### config.mk
export PLATFORM = sky130hd
export DESIGN_NAME = hazard_forward_ctrl
export DESIGN_NICKNAME = d
export VERILOG_FILES = /design/src/rtl/hazard_pkg.sv /design/src/rtl/hazard_forward_ctrl_src_match.sv /design/src/rtl/hazard_forward_ctrl.sv
export SDC_FILE = /design/constraint.sdc
export NUM_CORES = 1
export LEC_CHECK = 0
export CAP_MARGIN = 20
export CORE_AREA = 2 2 106 108
export DETAILED_ROUTE_END_ITERATION = 12
export DIE_AREA = 0 0 108 110
export PLACE_DENSITY = 0.6
export SETUP_SLACK_MARGIN = 0.05
export SYNTH_ARGS = -nofsm -noshare
export SYNTH_HDL_FRONTEND = slang
export SYNTH_SLANG_ARGS = --single-unit
### constraint.sdc
create_clock -name clk -period 4.15 [get_ports clk]
set_clock_uncertainty 0.05 [all_clocks]
set_input_delay 0.6225 -clock clk [delete_from_list [all_inputs] [get_ports clk]]
set_output_delay 0.6225 -clock clk [all_outputs]
set_load 0.02 [all_outputs]
### src/rtl/hazard_pkg.sv
// Shared types and encodings for the pipeline hazard/forwarding controller.
package hazard_pkg;

    typedef enum logic [1:0] {
        RUN      = 2'd0,
        BUBBLE   = 2'd1,
        MEM_WAIT = 2'd2
    } hz_state_t;

    localparam logic [1:0] FWD_RF = 2'b00;
    localparam logic [1:0] FWD_ME = 2'b01;
    localparam logic [1:0] FWD_WB = 2'b10;

endpackage

### src/rtl/hazard_forward_ctrl_src_match.sv
// Compares one ID source register against the EX and ME destinations.
module src_match #(
    parameter int REG_AW = 5
) (
    input  logic [REG_AW-1:0] rs,
    input  logic              rs_used,
    input  logic [REG_AW-1:0] rd_ex,
    input  logic              RUWr_ex,
    input  logic [REG_AW-1:0] rd_me,
    input  logic              RUWr_me,
    output logic              match_ex,
    output logic              match_me
);

    // x0 is hardwired to zero, so a write to it never produces a dependency
    always_comb begin
        match_ex = rs_used && RUWr_ex && (rd_ex != '0) && (rd_ex == rs);
        match_me = rs_used && RUWr_me && (rd_me != '0) && (rd_me == rs);
    end

endmodule

### src/rtl/hazard_forward_ctrl.sv
// Hazard detection, stall/flush generation and registered EX forward selects
// for a 5-stage RV32I pipeline, with saturating bubble/mem-wait counters.
module hazard_forward_ctrl
    import hazard_pkg::*;
#(
    parameter int NUM_SRC = 2,
    parameter int REG_AW  = 5,
    parameter int FWD_EN  = 1,
    parameter int COUNT_W = 32
) (
    input  logic                      clk,
    input  logic                      rst,
    input  logic [NUM_SRC*REG_AW-1:0] rs_id,
    input  logic [NUM_SRC-1:0]        rs_used_id,
    input  logic [REG_AW-1:0]         rd_ex,
    input  logic                      RUWr_ex,
    input  logic                      is_load_ex,
    input  logic [REG_AW-1:0]         rd_me,
    input  logic                      RUWr_me,
    input  logic                      mem_req_me,
    input  logic                      dmem_ack,
    output logic [NUM_SRC*2-1:0]      fwd_sel_ex,
    output logic                      stall_if,
    output logic                      stall_id,
    output logic                      flush_ex,
    output logic                      stall_all,
    output logic [1:0]                hz_state,
    output logic [COUNT_W-1:0]        cnt_bubble,
    output logic [COUNT_W-1:0]        cnt_memwait
);

    localparam bit FWD_ON = (FWD_EN != 0);

    logic [NUM_SRC-1:0]   match_ex;
    logic [NUM_SRC-1:0]   match_me;
    logic [NUM_SRC*2-1:0] fwd_pre;
    logic                 hazard;
    logic                 mem_wait;

    hz_state_t            state_d, state_q;
    logic [NUM_SRC*2-1:0] fwd_sel_d, fwd_sel_q;
    logic [COUNT_W-1:0]   cnt_bubble_d, cnt_bubble_q;
    logic [COUNT_W-1:0]   cnt_memwait_d, cnt_memwait_q;

    for (genvar i = 0; i < NUM_SRC; i++) begin : g_src
        src_match #(.REG_AW(REG_AW)) u_match (
            .rs       (rs_id[i*REG_AW +: REG_AW]),
            .rs_used  (rs_used_id[i]),
            .rd_ex    (rd_ex),
            .RUWr_ex  (RUWr_ex),
            .rd_me    (rd_me),
            .RUWr_me  (RUWr_me),
            .match_ex (match_ex[i]),
            .match_me (match_me[i])
        );
    end

    // EX producer is younger than ME producer, so it wins the select
    always_comb begin
        fwd_pre = '0;
        for (int i = 0; i < NUM_SRC; i++) begin
            fwd_pre[i*2 +: 2] = FWD_RF;
            if (FWD_ON) begin
                if (match_ex[i])      fwd_pre[i*2 +: 2] = FWD_ME;
                else if (match_me[i]) fwd_pre[i*2 +: 2] = FWD_WB;
            end
        end
    end

    always_comb begin
        mem_wait = mem_req_me && !dmem_ack;
        if (FWD_ON) hazard = is_load_ex && (|match_ex);
        else        hazard = (|match_ex) || (|match_me);

        stall_all = 1'b0;
        stall_if  = 1'b0;
        stall_id  = 1'b0;
        flush_ex  = 1'b0;
        if (!rst) begin
            if (mem_wait) begin
                stall_all = 1'b1;
                stall_if  = 1'b1;
                stall_id  = 1'b1;
            end else if (hazard) begin
                stall_if  = 1'b1;
                stall_id  = 1'b1;
                flush_ex  = 1'b1;
            end
        end

        // Every state shares the same transition priority
        if (mem_wait)    state_d = MEM_WAIT;
        else if (hazard) state_d = BUBBLE;
        else             state_d = RUN;

        if (stall_all)     fwd_sel_d = fwd_sel_q;
        else if (flush_ex) fwd_sel_d = '0;
        else               fwd_sel_d = fwd_pre;

        cnt_bubble_d  = cnt_bubble_q;
        cnt_memwait_d = cnt_memwait_q;
        if (state_q == BUBBLE && cnt_bubble_q != '1)
            cnt_bubble_d = cnt_bubble_q + COUNT_W'(1);
        if (state_q == MEM_WAIT && cnt_memwait_q != '1)
            cnt_memwait_d = cnt_memwait_q + COUNT_W'(1);
    end

    always_ff @(posedge clk) begin
        if (rst) begin
            state_q   <= RUN;
            fwd_sel_q <= '0;
        end else begin
            state_q   <= state_d;
            fwd_sel_q <= fwd_sel_d;
        end
    end

    always_ff @(posedge clk) begin
        if (rst) cnt_bubble_q <= '0;
        else     cnt_bubble_q <= cnt_bubble_d;
    end

    always_ff @(posedge clk) begin
        if (rst) cnt_memwait_q <= '0;
        else     cnt_memwait_q <= cnt_memwait_d;
    end

    assign fwd_sel_ex  = fwd_sel_q;
    assign hz_state    = state_q;
    assign cnt_bubble  = cnt_bubble_q;
    assign cnt_memwait = cnt_memwait_q;

endmodule

# Yosys cells after proc, flatten, opt, wreduce, memory -nomap -nowiden
# Index checks and enable logic that the tools add are counted.
# Widths: inputs -> output; s select.
# word_totals
ff_bits,70
input_bits,29
out_inout_bits,74
word_cells,50
# classes
add_sub_neg,2
eq_ne,8
n_mux,14
n_reduce_logical,21
# op_table
operator,count
$add 32x1->32 const B,2
$ne 32x32->1 const B,2
$eq 5x5->1,4
$logic_and 1x1->1,16
$mux 2,5
$reduce_bool 5->1,2
$mux 1,8
$mux 4,1
$reduce_or 2->1,2
$eq 2x1->1 const B,1
$eq 2x2->1 const B,1
$logic_not 1->1,1

# Logic depth before layout (Yosys ltp)
# depth
depth_word,9
mapped_depth,8
mapped_depth_nobuf,6

# By module
# From an unflattened synthesis, not the netlist that was laid out.
# hier_totals
hier_cells,461
area_unflattened_um2,3872.5
# by_module_without_submodules
module,n_inst,cells_each,area_each_um2,seq_area_each_um2
hazard_forward_ctrl,1,423,3587.2,1401.3
src_match,2,19,142.6,0.0

# Worst setup path before layout
# OpenSTA, ideal clock, no wires.
# synth_timing
kind,input port to output port
startpoint,input port rst
endpoint,output port stall_if
t_arrival_ps,2177
required_time_ps,3477
setup_slack_ps,1301
cell_stages,4
path_buffers,2
path_cell_list,clkbuf_1 -> nor3b_1 -> nand2b_1 -> buf_4
# synth_between
elab_chain_cells,1
# synth_lines
element,line_no,source
"start, declared",hazard_forward_ctrl.sv:12,"input logic rst,"
$mux 1,n/a,
"end, declared",hazard_forward_ctrl.sv:23,"output logic stall_if,"
# No other way between the ends.

# Worst setup path after layout
# layout_timing
startpoint,input port rd_ex[1]
endpoint,output port flush_ex
# layout_between
elab_chain_cells,8
elab_cells_between_ends,12
classes_between,2 x eq/ne; 3 x mux; 7 x reduce/logical
# layout_lines
element,line_no,source
"start, declared",hazard_forward_ctrl.sv:15,"input logic [REG_AW-1:0] rd_ex,"
$reduce_bool 5->1,hazard_forward_ctrl_src_match.sv:17,match_ex = rs_used && RUWr_ex && (rd_ex != '0) && (rd_ex == rs);
$logic_and 1x1->1 (2 in a row),hazard_forward_ctrl_src_match.sv:17,
$reduce_or 2->1 (*),n/a,
$logic_and 1x1->1 (*),hazard_forward_ctrl.sv:72,if (FWD_ON) hazard = is_load_ex && (|match_ex);
$mux 1 (*),hazard_forward_ctrl.sv:84,end else if (hazard) begin
$mux 1 (*),hazard_forward_ctrl.sv:80,if (mem_wait) begin
$mux 1 (*),hazard_forward_ctrl.sv:79,if (!rst) begin
"end, declared",hazard_forward_ctrl.sv:25,"output logic flush_ex,"
# Every way passes the cells marked *; elsewhere a longest branch is shown, timed or not.

==> impl_results.md <==
* Status: finished, final reports clean
* Area delta synth->final at 34.37%
* Initial Util at 0.3546
* Compound-Gate Fraction of Synth Area at 0.1497
* Worst skew pair latency at 0.35 ns
* HP Class: flip-flop to flip-flop
* Vias in the first global route at 3455
* Diodes inserted at 0
* Final core utilization at 0.4765
* Post-DP HPWL at 7309 um
* Drt pass-1 iters at 5
* Drt drc at 0
* First-pass GRT wire length at 16440 um
* XOR/XNOR share of the synthesized area at 0.08542
* Clock sink count at 70
* Antenna viol nets, final at 0
* Critical-path cell list: clkdlybuf4s50_1 > xor2_1 > nor4_1 > nand4_1 > a211o_1 > a21oi_1 > clkdlybuf4s50_1
* Final Hold Slack at 0.4149 ns
* Worst Setup Start Kind: input pin
* Buf/Inv on CP at 2
* Placed cell areas at 4910 um2
* Top cell type's share of synthesized area at 0.3694
* Via density per instance at 5.401
* Delay-heaviest family, CP: buffers and inverters
* CTS Buf Count at 9
* Ys Warns at 0
* Most used cell, CP: clkdlybuf4s50_1
* Routed vias at 3732
* #FFs+latches synth at 70
* Post-synth EDFFs at 0
* Fin Setup TNS at 0 ns
* Initial drt markers at 204
* WL/cell at 14.65 um
* Pin count of the biggest net entering global routing at 55
* Synth area leader: dfxtp_1
* Slowest stage delay, CP at 0.62 ns
* Leak Pwr at 1.628 nW
* Mapped Cells at 451
* Crit Path Max Fanout at 5
* Fin crit period at 3.634 ns
* Die W at 108 um
* Reg clk slew, reported paths at 0.07 ns
* MaxCap Viol Count at 0
* Mux contribution to synthesized area at 0.03298
* I/O pins at 103
* PD cells at 257.5 nW/um2
* Initial antenna violation count at 0
* Cell internal pwr at 1.003 mW
* Largest cells by area after synthesis: dfxtp_1 (37%), xnor2_1 (4.8%), a21oi_1 (4.7%), or3_1 (4.0%), xor2_1 (3.7%)
* Worst setup path class: input pin to output port
* Die height at 110 um
* # Post-CTS Setup Buffers at 0
* Nets at 578
* Mapped Area at 3794 um2
* Critical Path AT at 2.96 ns
* Power share of the clock group at 0.419
* Pins Over Slew Limit at 0
* Top FF cell, synth: dfxtp_1
* Adder-cell share of the synthesized area at 0.006596
* GR Util All Layers at 0.1739
* CP max-delay cell: clkdlybuf4s50_1
* Ratio of cells with drive above 1 in the final layout at 0.07441
* Reg power frac at 0.514
* Cell area after layout at 5097 um2
* Largest family of logic cells by synthesized area: simple AND/OR/NAND/NOR gates
* Routability Congestion at 0.8161
* Comb power frac at 0.068
* Setup crit end kind: output port
* Most frequent cells in the layout: clkdlybuf4s50_1 (101), dfxtp_1 (70), a21oi_1 (36)
* Sequential share of the synthesized area at 0.3694
* Peak VDD IR at 125.1 uV
* Die footprint at 11880 um2
* Max-slew headroom at 0.3992
* CTS Buffer Depth at 2
* IO buf count at 102
* Distinct cell type count after synthesis at 46
* # fillers at 1077
* Post-synthesis async set-or-reset flop share at 0
* Core ar. at 10700 um2
* Final Cycle Share at 0.8756
* # hold bufs at CTS at 0
* CTS tree: done
* CP required at 3.48 ns
* Syn_nets at 482
* # setup viols final at 0
* Syn Area/Cell at 8.412 um2
* Routed WL at 10120 um
* Post-synthesis simple-gate area fraction at 0.3242
* CTS Root Cell: clkbuf_8
* Switching Fraction at 0.2359
* PostCTS Resize Cnt at 0
* H-tree depth at 3
* Tot Pwr at 1.312 mW
* Commonest non-fill, non-tap cell in the layout: clkdlybuf4s50_1
* # rows at 38
* RSZ-0062 raised after global routing: no
* Psw at 0.3097 mW
* Final hold vios at 0
* Fmax at 0.2752 GHz
* Overflow left after global routing at 0
* Tightest Pin Transition at 0.8930 ns
==> area by class of cell <==
type / instances / area (um2) / share of cell area
clock buffer: 10 / 137.6 / 0.02700
clock inverter: 5 / 50.05 / 0.009818
inverter: 8 / 30.03 / 0.005891
multi-input combinational: 354 / 2272 / 0.4458
sequential: 70 / 1401 / 0.2749
tap: 140 / 175.2 / 0.03436
timing repair buffer: 104 / 1031 / 0.2023
==> synth_stat cells (4+ instances only) <==
| cell type | n |
|---|---|
| nand3_1 | 22 |
| nor4_1 | 13 |
| dfxtp_1 | 70 |
| or4_1 | 12 |
| a211oi_1 | 5 |
| a31o_2 | 6 |
| xor2_1 | 16 |
| nand2_1 | 27 |
| and4_1 | 15 |
| and3_1 | 14 |
| mux2_2 | 8 |
| nand2b_1 | 4 |
| o31ai_1 | 8 |
| inv_1 | 8 |
| o21ai_0 | 25 |
| nand4_1 | 20 |
| a21oi_1 | 36 |
| nor3_1 | 8 |
| or3_1 | 24 |
| nor2b_1 | 12 |
| nor2_1 | 35 |
| clkbuf_1 | 13 |
| xnor2_1 | 21 |
==> path summary, 6_finish.rpt <==
kind	start	endpoint	slack, ns	cells after the start
worst max-delay path	rd_ex[1]	flush_ex	0.52	7
worst min-delay path	fwd_sel_ex[2]$_SDFFE_PP0N_	fwd_sel_ex[2]$_SDFFE_PP0N_	0.41	2
worst max register to register	cnt_memwait[0]$_SDFFE_PP0P_	cnt_memwait[2]$_SDFFE_PP0P_	1.45	6
worst min register to register	fwd_sel_ex[2]$_SDFFE_PP0N_	fwd_sel_ex[2]$_SDFFE_PP0N_	0.41	2
==> layer usage <==
layer  wire (um)  global-route usage  vias to the layer above
met5           0                   0                        -
met4         140             0.06685                        0
met3         638             0.04821                       11
met2        4667              0.2763                       93
met1        4674              0.2249                     1752
li1            -                   -                     1876
==> worst register-to-register path: stages, from the launching register on <==
cell       delay (ns)
dfxtp_1          0.42
ha_1             0.22
and4_1           0.30
nand4bb_1        0.39
o31ai_4          0.82
nor2_2           0.07
mux2_4           0.32
==> per-stage QoR <==
step / worst slack [ns] / std cells
after floorplan: 1.301 / 451
after global placement: 0.6107 / 676
after detailed placement: 0.5235 / 676
after CTS: 0.5129 / 691
after global routing: 0.4128 / 691
final: 0.5163 / 691
==> sequential cells by signal, summed over array words and instances, names as in the netlist <==
name / count
cnt_memwait: 32
fwd_sel_ex: 4
hz_state: 2
cnt_bubble: 32
==> power by group through the flow <==
stage	Sequential (mW)	Combinational [mW]	Clock, mW
after floorplan	0.691	0.0397	0
final	0.674	0.0887	0.550
after detailed placement	0.690	0.0892	0
after CTS	0.674	0.0894	0.565
after global routing	0.674	0.0964	0.594
after global placement	0.690	0.0875	0
==> kinds of logic (layout without fill, tap and decap cells) <==
| family | Yosys count | after routing |
|---|---|---|
| xor+xnor | 37 | 37 |
| fa+ha+maj | 2 | 2 |
| mux | 11 | 11 |
| compound gates | 89 | 89 |
| simple gates | 215 | 215 |
| flops | 70 | 70 |
| buf+inv | 27 | 127 |
No activity file was read; power rests on OpenSTA's default activity.
